**src/rtl/baud_gen_pkg.sv**
```systemverilog
// Shared definitions for the baud-rate generator.
//   FracWidth      : width of the fractional divisor (sixteenths).
//   MaxDivWidth    : widest integer divisor the default-divisor helpers produce.
//   div_t          : integer/fraction divisor pair.
//   def_div()      : default divisor for a clock, baud rate and oversample ratio.
//   def_div_int()  : integer part of def_div().
//   def_div_frac() : fractional part of def_div().
package baud_gen_pkg;

  localparam int unsigned FracWidth   = 4;
  localparam int unsigned MaxDivWidth = 32;

  typedef struct packed {
    logic [MaxDivWidth-1:0] div_int;
    logic [FracWidth-1:0]   div_frac;
  } div_t;

  // D = floor(clk / (baud * os)), F = round(16 * remainder). A fraction that rounds
  // up to a whole clock is folded into D.
  function automatic div_t def_div(input int unsigned clk_hz, input int unsigned baud,
                                   input int unsigned os);
    longint unsigned clk, den, q, r, f;
    div_t            res;
    clk = 64'(clk_hz);
    den = 64'(baud) * 64'(os);
    q   = clk / den;
    r   = clk % den;
    f   = ((r << FracWidth) + (den >> 1)) / den;
    if (f == (64'(1) << FracWidth)) begin
      q = q + 64'd1;
      f = 64'd0;
    end
    res.div_int  = MaxDivWidth'(q);
    res.div_frac = FracWidth'(f);
    return res;
  endfunction

  function automatic int unsigned def_div_int(input int unsigned clk_hz,
                                              input int unsigned baud,
                                              input int unsigned os);
    div_t d;
    d = def_div(clk_hz, baud, os);
    return d.div_int;
  endfunction

  function automatic int unsigned def_div_frac(input int unsigned clk_hz,
                                               input int unsigned baud,
                                               input int unsigned os);
    div_t d;
    d = def_div(clk_hz, baud, os);
    return 32'(d.div_frac);
  endfunction

endpackage

```
**src/rtl/baud_frac_acc.sv**
```systemverilog
// Fractional divisor accumulator for baud_gen.
//   clk_i  : clock
//   rst_ni : asynchronous active-low reset
//   clr_i  : synchronous clear of accumulator and pending extension
//   step_i : rx terminal count; add frac_i to the accumulator
//   frac_i : active fractional divisor (sixteenths)
//   ext_o  : carry from the last step; lengthens the current rx period by one clock
module baud_frac_acc
  import baud_gen_pkg::*;
(
  input  logic                 clk_i,
  input  logic                 rst_ni,
  input  logic                 clr_i,
  input  logic                 step_i,
  input  logic [FracWidth-1:0] frac_i,
  output logic                 ext_o
);

  logic [FracWidth-1:0] acc_q, acc_d;
  logic                 ext_q, ext_d;

  always_comb begin
    acc_d = acc_q;
    ext_d = ext_q;
    if (clr_i) begin
      acc_d = '0;
      ext_d = 1'b0;
    end else if (step_i) begin
      {ext_d, acc_d} = {1'b0, acc_q} + {1'b0, frac_i};
    end
  end

  always_ff @(posedge clk_i or negedge rst_ni) begin
    if (!rst_ni) begin
      acc_q <= '0;
      ext_q <= 1'b0;
    end else begin
      acc_q <= acc_d;
      ext_q <= ext_d;
    end
  end

  assign ext_o = ext_q;

endmodule

```
**src/rtl/baud_gen.sv**
```systemverilog
// Programmable fractional baud-rate generator.
//   clk_50m      : clock, all logic on its rising edge
//   rstn         : asynchronous active-low reset
//   en           : count enable; low freezes all counters
//   sync_clr     : phase realign strobe; clears counters, overrides en
//   cfg_load     : strobe capturing cfg_div_int / cfg_div_frac into the shadow divisor
//   cfg_div_int  : integer rx divisor in clocks (must be >= 2)
//   cfg_div_frac : fractional rx divisor in sixteenths
//   Rxclk_en     : one-cycle oversample tick
//   Txclk_en     : one-cycle bit tick, every OVERSAMPLE-th Rxclk_en
//   cfg_err      : sticky, set by a cfg_load with cfg_div_int < 2
// Build option: define BAUD_GEN_FRAC_EN to enable the fractional accumulator; without it
// cfg_div_frac is ignored and every rx period is exactly D clocks.
// OVERSAMPLE legal range is 2..32.
module baud_gen
  import baud_gen_pkg::*;
#(
  parameter int unsigned CLK_FREQ_HZ  = 50000000,
  parameter int unsigned DEFAULT_BAUD = 115200,
  parameter int unsigned OVERSAMPLE   = 16,
  parameter int unsigned DIV_WIDTH    = 16
) (
  input  logic                 clk_50m,
  input  logic                 rstn,
  input  logic                 en,
  input  logic                 sync_clr,
  input  logic                 cfg_load,
  input  logic [DIV_WIDTH-1:0] cfg_div_int,
  input  logic [FracWidth-1:0] cfg_div_frac,
  output logic                 Rxclk_en,
  output logic                 Txclk_en,
  output logic                 cfg_err
);

  localparam div_t                 DefDiv  = def_div(CLK_FREQ_HZ, DEFAULT_BAUD, OVERSAMPLE);
  localparam logic [DIV_WIDTH-1:0] DefInt  = DIV_WIDTH'(DefDiv.div_int);
  localparam int unsigned          TxWidth = $clog2(OVERSAMPLE);
  localparam logic [TxWidth-1:0]   TxLast  = TxWidth'(OVERSAMPLE - 1);

  logic [DIV_WIDTH-1:0] rx_cnt_q, rx_cnt_d;
  logic [TxWidth-1:0]   tx_cnt_q, tx_cnt_d;
  logic [DIV_WIDTH-1:0] act_int_q, act_int_d;
  logic [DIV_WIDTH-1:0] shd_int_q, shd_int_d;
  logic                 cfg_err_q, cfg_err_d;
  logic [DIV_WIDTH-1:0] rx_term;
  logic                 rx_ext;
  logic                 rx_wrap;
  logic                 cfg_legal;

  assign cfg_legal = cfg_div_int >= DIV_WIDTH'(2);

  // Terminal value is D-1, or D when the accumulator carried at the previous wrap.
  assign rx_term = act_int_q - DIV_WIDTH'(1) + DIV_WIDTH'(rx_ext);
  assign rx_wrap = en && !sync_clr && (rx_cnt_q == rx_term);

  always_comb begin
    rx_cnt_d  = rx_cnt_q;
    tx_cnt_d  = tx_cnt_q;
    act_int_d = act_int_q;
    shd_int_d = shd_int_q;
    cfg_err_d = cfg_err_q;
    if (sync_clr) begin
      rx_cnt_d = '0;
      tx_cnt_d = '0;
    end else if (en) begin
      if (rx_wrap) begin
        rx_cnt_d  = '0;
        tx_cnt_d  = (tx_cnt_q == TxLast) ? '0 : tx_cnt_q + TxWidth'(1);
        // Divisor changes only on a period boundary; a load in this same cycle
        // lands in the shadow and waits for the next boundary.
        act_int_d = shd_int_q;
      end else begin
        rx_cnt_d = rx_cnt_q + DIV_WIDTH'(1);
      end
    end
    if (cfg_load) begin
      if (cfg_legal) begin
        shd_int_d = cfg_div_int;
      end else begin
        cfg_err_d = 1'b1;
      end
    end
  end

  always_ff @(posedge clk_50m or negedge rstn) begin
    if (!rstn) begin
      rx_cnt_q  <= '0;
      tx_cnt_q  <= '0;
      act_int_q <= DefInt;
      shd_int_q <= DefInt;
      cfg_err_q <= 1'b0;
    end else begin
      rx_cnt_q  <= rx_cnt_d;
      tx_cnt_q  <= tx_cnt_d;
      act_int_q <= act_int_d;
      shd_int_q <= shd_int_d;
      cfg_err_q <= cfg_err_d;
    end
  end

`ifdef BAUD_GEN_FRAC_EN
  logic [FracWidth-1:0] act_frac_q, act_frac_d;
  logic [FracWidth-1:0] shd_frac_q, shd_frac_d;

  always_comb begin
    act_frac_d = rx_wrap ? shd_frac_q : act_frac_q;
    shd_frac_d = (cfg_load && cfg_legal) ? cfg_div_frac : shd_frac_q;
  end

  always_ff @(posedge clk_50m or negedge rstn) begin
    if (!rstn) begin
      act_frac_q <= DefDiv.div_frac;
      shd_frac_q <= DefDiv.div_frac;
    end else begin
      act_frac_q <= act_frac_d;
      shd_frac_q <= shd_frac_d;
    end
  end

  baud_frac_acc u_frac_acc (
    .clk_i  (clk_50m),
    .rst_ni (rstn),
    .clr_i  (sync_clr),
    .step_i (rx_wrap),
    .frac_i (act_frac_q),
    .ext_o  (rx_ext)
  );
`else
  logic unused_cfg_div_frac;
  assign unused_cfg_div_frac = ^cfg_div_frac;
  assign rx_ext              = 1'b0;
`endif

  assign Rxclk_en = rx_wrap;
  assign Txclk_en = rx_wrap && (tx_cnt_q == TxLast);
  assign cfg_err  = cfg_err_q;

endmodule

```
**config.mk**
```make
export PLATFORM = sky130hd
export DESIGN_NAME = baud_gen
export DESIGN_NICKNAME = d
export VERILOG_FILES = /design/src/rtl/baud_gen_pkg.sv /design/src/rtl/baud_frac_acc.sv /design/src/rtl/baud_gen.sv
export SDC_FILE = /design/constraint.sdc
export NUM_CORES = 1
export LEC_CHECK = 0
export CAP_MARGIN = 25
export CELL_PAD_IN_SITES_DETAIL_PLACEMENT = 1
export CELL_PAD_IN_SITES_GLOBAL_PLACEMENT = 1
export CORE_MARGIN = 2
export CORE_UTILIZATION = 46
export CTS_BUF_LIST = sky130_fd_sc_hd__clkbuf_2 sky130_fd_sc_hd__clkbuf_4 sky130_fd_sc_hd__clkbuf_8
export DETAILED_ROUTE_END_ITERATION = 8
export PLACE_DENSITY = 0.77
export SKIP_LAST_GASP = 1
export SLEW_MARGIN = 30
export SYNTH_ARGS = -nofsm -noshare
export SYNTH_HDL_FRONTEND = slang
export SYNTH_SLANG_ARGS = --single-unit
```
**constraint.sdc**
```tcl
create_clock -name clk_50m -period 3.85 [get_ports clk_50m]
set_input_delay 0.385 -clock clk_50m [delete_from_list [all_inputs] [get_ports clk_50m]]
set_output_delay 0.385 -clock clk_50m [all_outputs]
set_load 0.01 [all_outputs]
```
==> impl_metrics.ini, run 1 <==
[floorplan]
die_w_um = 84.8
initial_core_util_pct = 47.3
io_pins = 28
row_count = 29
die_y_um = 84.8
coreArea_sq_um = 6350
die_area_sq_um = 7190

[synth]
synthDistinctLibCells = 52
ys_ff_latch = 53
synth_fp_nets = 317
synth_edf_count = 0
synthArstFlopShare_pct = 100
ys_seq_area_share_pct = 44.5
avgSynthCellArea_sq_um = 10.4
synth_area_sq_um = 3000
syn_inst = 289
synth-main-ff-cell = dfrtp_1
netlist_top_cells_area = dfrtp_1 (37%), mux2_2 (9.7%), dfstp_2 (7.0%)
synth_warnings = 0
yosys.area.top_type = dfrtp_1
yosysTopAreaCellShare_pct = 37.5

[sta]
hold_viol_final = 0
worst_pin_slew_ns = 0.724
worst_slew_margin_rel_pct = 51.8
fin_worst_skew_ns = 0.00724
min_period_ns = 3.73
fin_tns_setup_ns = 0
drv_slew = 0
post-route-period-util_pct = 96.8
setup_viol = 0
max_clock_freq_mhz = 268

[layout]
area_growth_pct = 16.1
drive_gt1_share_pct = 21.8
n_antenna_cell = 0
nFillCells = 681
final_common_cell = dfrtp_1
nNetsFinal = 344
most-common-layout-cells = dfrtp_1 (43), mux2_2 (26), clkdlybuf4s50_1 (21)
finalNonFillerCells = 394

[placement]
gp_congestion = 0.843
io_buffers = 23
hpwl_um = 5290
dp_cells = 384

[worst_setup_path]
r2r-end = tx_cnt_q[2]
critPathArrivalTime_ns = 3.34
worst_setup_path_end_kind = output port
cp-start-kind = flip-flop
worstPathRequired_ns = 3.46
rr_worst_depth = 8
cp_cell_sequence = or4_4 > or4b_4 > or3_1 > o22ai_2 > nor2_2 > nor3_2 > buf_4 > clkdlybuf4s50_1
crit_fanout = 7
crit_type = reg -> out
cpPeakStageDelay_ns = 0.57
r2r-start = act_int_q[5]
cp_slowest_cell = or4b_4
regToRegSetupSlack_ns = 0.51

[power_and_ir_drop]
pwr-share-clk_pct = 32.9
power.density_nw_per_um2 = 282
seq_power_share_pct = 59.7
p_total_mw = 0.985
p_comb_share_pct = 7.4
swShare_pct = 23.5
peakVddDrop_mv = 0.161
leakagePower_nw = 1.57
internal-power_mw = 0.754
power_switching_mw = 0.232

[clock_network]
clock-root-buffer = clkbuf_8
clkSinkCount = 53
cts_tree = done
clock_latency_ns = 0.31
h-tree-depth = 2
clk_path_buf_depth = 2
cts_inserted_buffers = 5
cts.clk_slew.worst_paths_ns = 0.10

[job]
max_cap_violations = 0

[routing]
dr.pass1.iters = 4
ant_nets = 0
viasPerCell = 5.90
post_drt_wl_per_cell_um = 18.2
drc = 0
drtIter0Drc = 57
via_count = 2325
drt_wl_total_um = 7170

[global_route]
antenna_found_initial = 0
grt.total_usage_pct = 21.6
grt.overflow.total = 0
grt_pass1_vias = 2450
grt_max_degree = 36
grt_pass1_wl_um = 12400

[run_status]
outcome = finished clean

[min_path]
min_path_type = in -> async
==> stage by stage <==
step	hold WS (ns)	worst slack (ns)	area, sq um	utilization [%]
after floorplan	0.0894	0.614	3000	-
after global placement	0.370	0.240	3330	52.4
after detailed placement	0.366	0.229	3330	52.4
after CTS	0.0279	0.00522	3460	54.4
after global routing	0.0315	-0.0175	3490	54.9
final	0.0104	0.124	3490	54.9
==> cells in the mapped netlist (2+ instances only) <==
master / instances
a211oi_1: 2
a21oi_1: 5
a31oi_1: 4
and2_1: 5
and3_1: 9
and4_1: 2
clkbuf_1: 9
dfrtp_1: 45
dfstp_2: 8
ha_1: 3
inv_1: 10
mux2_1: 9
mux2_2: 26
mux2i_1: 2
nand2_1: 12
nand3_1: 4
nand4_1: 10
nor2_1: 13
nor2b_1: 5
nor3_1: 19
nor4_1: 9
o211ai_1: 3
o21ai_0: 10
o21bai_1: 3
o22ai_1: 3
or3_1: 4
or4_1: 6
xnor2_1: 13
xor2_1: 13
==> worst max path at each step <==
| stage | from | endpoint | slack (ns) | cells past startpoint |
|---|---|---|---|---|
| floorplan | act_int_q[0] | Txclk_en | 0.61 | 9 |
| global placement | act_int_q[5] | Txclk_en | 0.24 | 8 |
| detailed placement | act_int_q[5] | Txclk_en | 0.23 | 8 |
| CTS | act_int_q[4] | Txclk_en | 0.005 | 8 |
| global route | act_int_q[0] | Rxclk_en | -0.02 | 10 |
| finish | act_int_q[4] | Rxclk_en | 0.12 | 8 |
==> routing by layer <==
metal	track usage (%)	vias to the layer above	routed length (um)
li1	-	1112	-
met1	29.7	1176	3300
met3	3.02	8	193
met2	36.5	29	3600
met5	0	-	0
met4	4.76	0	74
==> cell families after synthesis <==
| group | Yosys count | share of synthesized area (%) |
|---|---|---|
| AND/OR/NAND/NOR | 105 | 20.2 |
| flip-flops | 53 | 44.5 |
| AO/OA/AOI/OAI | 41 | 9.29 |
| multiplexers | 37 | 13.8 |
| XOR/XNOR | 26 | 7.58 |
| buffers and inverters | 24 | 3.46 |
| adder cells (fa/ha/maj) | 3 | 1.25 |
==> sequential cells by signal, summed over array words and instances (netlist names) <==
name       cells
cfg_err        1
act_int_q     16
rx_cnt_q      16
tx_cnt_q       4
shd_int_q     16
==> power by group through the flow <==
stage               clock network (mW)  logic (mW)  registers (mW)
global route                     0.354      0.0818           0.592
floorplan                            0      0.0324           0.595
finish                           0.324      0.0728           0.589
CTS                              0.335      0.0745           0.589
global placement                     0      0.0718           0.599
detailed placement                   0      0.0745           0.600
==> cell type report <==
cell class              count  area, sq um  area share, %
multi-input cells         212         1610           46.2
flip-flops and latches     53         1340           38.4
repair buffers             34          310           8.90
well taps                  77         96.3           2.76
clock buffers               6         76.3           2.19
inverters                  10         37.5           1.08
clock inverters             2         16.3          0.466
==> what timing repair did <==
action / in CTS / in global routing
hold buffers: 0 / 0
endpoints found under the setup margin: 1 / 2
buffers inserted: 2 / 0
hold endpoints to repair: 0 / 0
gates resized for setup: 8 / 5
pin swaps: 1 / 1
==> critical path: cells and delay by family, from the launching register on <==
kind / cells / cell delay (ns)
simple gates: 5 / 1.81
buf+inv: 2 / 0.66
flops: 1 / 0.42
compound gates: 1 / 0.15
Power figures use the tool's default switching activity.
==> run 2: changes to the inputs <==
--- a/config.mk
+++ b/config.mk
@@ -11,10 +11,11 @@
 export CORE_MARGIN = 2
 export CORE_UTILIZATION = 46
 export CTS_BUF_LIST = sky130_fd_sc_hd__clkbuf_2 sky130_fd_sc_hd__clkbuf_4 sky130_fd_sc_hd__clkbuf_8
+export CTS_CLUSTER_SIZE = 40
 export DETAILED_ROUTE_END_ITERATION = 8
 export PLACE_DENSITY = 0.77
 export SKIP_LAST_GASP = 1
-export SLEW_MARGIN = 30
+export SLEW_MARGIN = 20
 export SYNTH_ARGS = -nofsm -noshare
 export SYNTH_HDL_FRONTEND = slang
 export SYNTH_SLANG_ARGS = --single-unit
==> results of run 2 <==
Same layout as run 1: the final DEF is identical, and so are final timing and power.
